`src/rtl/cpu_pkg.sv`:
```
// Shared pipeline constants and types: register numbering and forward-select
// encodings used by the hazard controller and the register read ports.
package cpu_pkg;
   localparam int REG_NUM_WIDTH     = 4;
   localparam int REG_FORWARD_WIDTH = 2;
   localparam int NUM_REGISTERS     = 1 << REG_NUM_WIDTH;

   typedef logic [REG_NUM_WIDTH-1:0]     reg_num_t;
   typedef logic [REG_FORWARD_WIDTH-1:0] fwd_sel_t;

   localparam fwd_sel_t REG_FORWARD_REG_FILE = 2'b00;
   localparam fwd_sel_t REG_FORWARD_WB       = 2'b01;
   localparam fwd_sel_t REG_FORWARD_R0       = 2'b10;
endpackage

```
`src/rtl/fwd_port_sel.sv`:
```
// Per-read-port hazard detection and forward-select computation for the
// instruction in ID against the instruction in EX and the mul/div unit.
module fwd_port_sel
   import cpu_pkg::*;
(
   input  logic     i_en,
   input  reg_num_t i_rs,
   input  reg_num_t i_ex_rd,
   input  logic     i_ex_we,
   input  logic     i_ex_is_load,
   input  logic     i_md_busy,
   input  logic     i_md_start,
   output logic     o_hazard,
   output fwd_sel_t o_sel
);
   logic w_rs_is_r0;
   logic w_ex_match;
   logic w_load_hz;
   logic w_r0_hz;

   assign w_rs_is_r0 = (i_rs == '0);
   assign w_ex_match = i_ex_we && (i_ex_rd == i_rs);

   // A load in EX has no result to forward yet; R0 is owned by the mul/div unit.
   assign w_load_hz = w_ex_match && i_ex_is_load && !w_rs_is_r0;
   assign w_r0_hz   = w_rs_is_r0 && (i_md_busy || i_md_start);
   assign o_hazard  = i_en && (w_load_hz || w_r0_hz);

   always_comb begin
      o_sel = REG_FORWARD_REG_FILE;
      if (i_en) begin
         if (w_rs_is_r0)
            o_sel = REG_FORWARD_R0;
         else if (w_ex_match)
            o_sel = REG_FORWARD_WB;
      end
   end
endmodule

```
`src/rtl/fwd_hazard_ctrl.sv`:
```
// Forwarding and hazard controller: ID-vs-EX source/destination compare,
// mul/div busy tracking for R0, stall/bubble generation and error pulse.
module fwd_hazard_ctrl
   import cpu_pkg::*;
#(
   parameter int MD_LATENCY = 4,
   parameter int CNT_WIDTH  = 4
)(
   input  logic     clk,
   input  logic     rst,
   input  reg_num_t id_rs_a,
   input  logic     id_rs_a_en,
   input  reg_num_t id_rs_b,
   input  logic     id_rs_b_en,
   input  logic     id_valid,
   input  reg_num_t ex_rd,
   input  logic     ex_we,
   input  logic     ex_is_load,
   input  logic     md_start,
   output fwd_sel_t fwd_a,
   output fwd_sel_t fwd_b,
   output logic     stall,
   output logic     bubble,
   output logic     md_busy,
   output logic     exception
);
   logic [CNT_WIDTH-1:0] r_md_cnt;
   fwd_sel_t             r_fwd_a;
   fwd_sel_t             r_fwd_b;
   logic                 r_bubble;
   logic                 r_exception;

   logic     w_en_a;
   logic     w_en_b;
   logic     w_hz_a;
   logic     w_hz_b;
   fwd_sel_t w_sel_a;
   fwd_sel_t w_sel_b;
   logic     w_md_busy;
   logic     w_exc_next;

   assign w_en_a    = id_valid && id_rs_a_en;
   assign w_en_b    = id_valid && id_rs_b_en;
   assign w_md_busy = (r_md_cnt != '0);

   fwd_port_sel u_port_a (
      .i_en         (w_en_a),
      .i_rs         (id_rs_a),
      .i_ex_rd      (ex_rd),
      .i_ex_we      (ex_we),
      .i_ex_is_load (ex_is_load),
      .i_md_busy    (w_md_busy),
      .i_md_start   (md_start),
      .o_hazard     (w_hz_a),
      .o_sel        (w_sel_a)
   );

   fwd_port_sel u_port_b (
      .i_en         (w_en_b),
      .i_rs         (id_rs_b),
      .i_ex_rd      (ex_rd),
      .i_ex_we      (ex_we),
      .i_ex_is_load (ex_is_load),
      .i_md_busy    (w_md_busy),
      .i_md_start   (md_start),
      .o_hazard     (w_hz_b),
      .o_sel        (w_sel_b)
   );

   // A stray write to R0, or a second mul/div issued while one is in flight.
   assign w_exc_next = (ex_we && (ex_rd == '0) && !md_start) || (md_start && w_md_busy);

   assign stall = rst && (w_hz_a || w_hz_b);

   always_ff @(posedge clk) begin
      if (!rst) begin
         r_md_cnt    <= '0;
         r_fwd_a     <= REG_FORWARD_REG_FILE;
         r_fwd_b     <= REG_FORWARD_REG_FILE;
         r_bubble    <= 1'b0;
         r_exception <= 1'b0;
      end else begin
         if (md_start && !w_md_busy)
            r_md_cnt <= CNT_WIDTH'(MD_LATENCY);
         else if (w_md_busy)
            r_md_cnt <= r_md_cnt - 1'b1;

         if (stall) begin
            r_fwd_a <= REG_FORWARD_REG_FILE;
            r_fwd_b <= REG_FORWARD_REG_FILE;
         end else begin
            r_fwd_a <= w_sel_a;
            r_fwd_b <= w_sel_b;
         end
         r_bubble    <= stall;
         r_exception <= w_exc_next;
      end
   end

   assign fwd_a     = r_fwd_a;
   assign fwd_b     = r_fwd_b;
   assign bubble    = r_bubble;
   assign md_busy   = w_md_busy;
   assign exception = r_exception;
endmodule
```
`config.mk`:
```
export PLATFORM = sky130hd
export DESIGN_NAME = fwd_hazard_ctrl
export DESIGN_NICKNAME = d
export VERILOG_FILES = /design/src/rtl/cpu_pkg.sv /design/src/rtl/fwd_port_sel.sv /design/src/rtl/fwd_hazard_ctrl.sv
export SDC_FILE = /design/constraint.sdc
export NUM_CORES = 1
export LEC_CHECK = 0
export CORE_MARGIN = 3
export CORE_UTILIZATION = 39
export DETAILED_ROUTE_END_ITERATION = 16
export PLACE_DENSITY = 0.78
export SKIP_CTS_REPAIR_TIMING = 1
export SLEW_MARGIN = 20
export SYNTH_ARGS = -nofsm -noshare
export SYNTH_HDL_FRONTEND = slang
export SYNTH_SLANG_ARGS = --single-unit
```
`constraint.sdc`:
```
create_clock -name clk -period 1.85 [get_ports clk]
set_clock_uncertainty 0.05 [all_clocks]
set_input_delay 0.185 -clock clk [delete_from_list [all_inputs] [get_ports clk]]
set_output_delay 0.185 -clock clk [all_outputs]
set_load 0.005 [all_outputs]
```
==> run metrics, run 1 <==
Final Hold Slack 0.437 ns; Pwr per Cell Area 950 mW/mm2; latest clock arrival within the worst-skew pair 0.28 ns; Tot Pwr 1.14 mW; Die Span X 45.5 um; dpl cells 134; Post-Syn Instances 71; RSZ-0062 raised after global routing yes; die height 45.5 um; CTS Sinks 10; share of cells above drive strength 1 38.6%; final count of pins violating max slew 0; crit path DAT 1.61 ns; final instance area 0.00120 mm2; final net count 150; hold path startpoint id_rs_b[1]; wire per inst 15.0 um; fin cells 142; Yosys cell types 29; post-route clock period utilization 100%; 1st-iter DRT viols 21; Internal 0.759 mW; # port buffers 27; first-pass GRT wire length 2770 um; Net Sw Power 0.384 mW; CP endpoint kind output pin; IO Count 28; synthesized cell area 608 um2; WHS Path Cells 5; site row count 13; Worst-Margin Slew 0.253 ns; register area 203 um2; Post-Route Setup TNS 0 ns; CTS H-tree depth 1; # fillers 74; worst hold-check path type in -> reg; endpoints failing setup 0; ant diodes 0; sw frac 33.6%; Syn Nets 93; Startpoint Class register; number of buffers created by CTS 3; max_cap viols 0; dominant cell type by area after synthesis dfxtp_1; Seq/Total Area, Yosys 32.9%; DRC 0; CP Max Fanout 2; Yosys warnings 0; Area Overhead vs Synth 97.9%; worst r2r path cells 8; antenna violations before repair 0; sequential power share 26.0%; via count 770; Max rail drop VDD 0.837 mV; Final Hold Fails 0; minimum clock period 1.85 ns; Die Footprint 0.00207 mm2; Reg-to-Reg End fwd_a[0]$_SDFF_PP0_; GP Congestion 0.756; CTS Buffer Depth 2; Initial Utilization 44.0%; status finished, final reports clean; number of global-route vias before repair 669; top-area cell type share of the netlist area 32.9%; Lkg Pwr 0.591 nW; R2R setup slack 0.30 ns; core area 0.00138 mm2; CTS tree built; commonest non-fill, non-tap cell in the layout buf_4; CP Class reg -> out; placed cell areas 0.00106 mm2; Max Clk Rate 0.541 GHz; flops & latches, synth 10; final worst slack 0.000415 ns; detailed placement HPWL 1410 um; Clock Power Share 18.1%; top cells by area, synth dfxtp_1 33%, xor2_1 8.6%, nor3_1 6.6%; Detailed Routing Iterations Pass 1 4; GRT overflow 0; worst r2r src r_md_cnt[1]$_SDFFE_PP0P_; commonest non-fill, non-tap cells in the layout 27 x buf_4, 15 x clkdlybuf4s50_1, 11 x dlymetal6s2s_1, 8 x dfxtp_1; largest net degree at the start of global routing 9; Util after Layout 87.1%; Max-slew headroom 83.0%; clock root buffer clkbuf_4; clock edge transition at the registers on the reported setup and hold paths 0.07 ns; Placement Setup Slack -0.610 ns; Tot GR Track Use 19.3%; CP required 1.62 ns; Hold Crit Endpoint fwd_b[1]$_SDFF_PP0_; Multi-input gate area 439 um2; syn avg cell area 8.56 um2; Vias/cell 5.42; Antenna Nets Post-Route 0; Comb pwr share 55.9%; final WL 2130 um
[worst max-delay path by stage]
stage / startpoint / end / slack (ns)
global route: r_md_cnt[1]$_SDFFE_PP0P_ / stall / -0.05
finish: r_md_cnt[1]$_SDFFE_PP0P_ / stall / 0.0004
floorplan: r_md_cnt[0]$_SDFFE_PP0P_ / stall / 0.26
detailed placement: id_rs_b[0] / stall / -0.61
CTS: id_rs_b[0] / stall / -0.61
global placement: id_rs_b[0] / stall / -0.56
[state kept, by name, indices dropped and copies added, names as in the netlist]
register and count:
r_md_cnt 4, fwd_a 2, fwd_b 2, bubble 1, exception 1
[cell usage after synthesis]
master	count
clkbuf_4	1
buf_2	1
or2_4	1
a21oi_2	1
nand2b_1	4
a21oi_1	3
o211ai_1	1
or4_4	1
o21a_1	2
inv_1	3
o31ai_1	1
nor2_4	1
nand3_1	1
o211a_1	2
o21ai_0	3
nor3_1	8
or2_2	1
nor4_1	3
a211oi_1	1
xor2_1	6
or3_1	1
nor2b_1	1
and2_1	4
nand4b_1	1
a21boi_0	1
ha_1	2
nand2_1	5
dfxtp_1	10
mux2_2	1
[cell families (layout without fill, tap and decap cells)]
group / count (synthesis) / after routing / synth area share, %
AOI/OAI and AO/OA: 15 / 15 / 17.1
xor gates and xnor gates: 6 / 6 / 8.64
adders and majority gates: 2 / 2 / 4.11
buffers and inverters: 5 / 61 / 3.91
DFF: 10 / 10 / 32.9
muxes: 1 / 1 / 1.85
and+or+nand+nor: 32 / 32 / 31.5
[per-layer routing]
layer  vias to the layer above  global-route usage (%)  routed length, um
met2                        44                    33.7               1080
met5                         -                       0                  0
met4                         0                    10.5                118
met3                        11                    6.32                145
li1                        365                       -                  -
met1                       350                    20.1                787
[cell type report]
| class | count | share of cell area (%) |
|---|---|---|
| Multi-Input combinational cell | 56 | 36.5 |
| Tap cell | 15 | 1.56 |
| Sequential cell | 10 | 16.8 |
| Clock buffer | 4 | 3.01 |
| Timing Repair Buffer | 54 | 41.2 |
| Inverter | 3 | 0.936 |
[worst max-delay path: stages, from the launching register on]
cell	delay, ns
dfxtp_2	0.33
inv_2	0.07
ha_4	0.15
nand2b_4	0.05
or2_4	0.24
nor2_4	0.15
a21oi_4	0.05
o21a_1	0.17
buf_2	0.12
[power by group through the flow]
stage	clock, mW	sequential, mW	combinational, mW
detailed placement	0	0.291	0.509
global placement	0	0.289	0.499
CTS	0.201	0.286	0.531
floorplan	0	0.288	0.262
finish	0.207	0.297	0.639
global route	0.216	0.303	0.688
Note: power is estimated with default switching activity, not from simulation.
==> inputs of run 2 (changes only) <==
--- a/config.mk
+++ b/config.mk
@@ -7,6 +7,7 @@
 export LEC_CHECK = 0
 export CORE_MARGIN = 3
 export CORE_UTILIZATION = 39
+export CTS_CLUSTER_SIZE = 20
 export DETAILED_ROUTE_END_ITERATION = 16
 export PLACE_DENSITY = 0.78
 export SKIP_CTS_REPAIR_TIMING = 1
==> results of run 2 <==
Same layout as run 1: the final DEF is identical, and so are final timing and power.
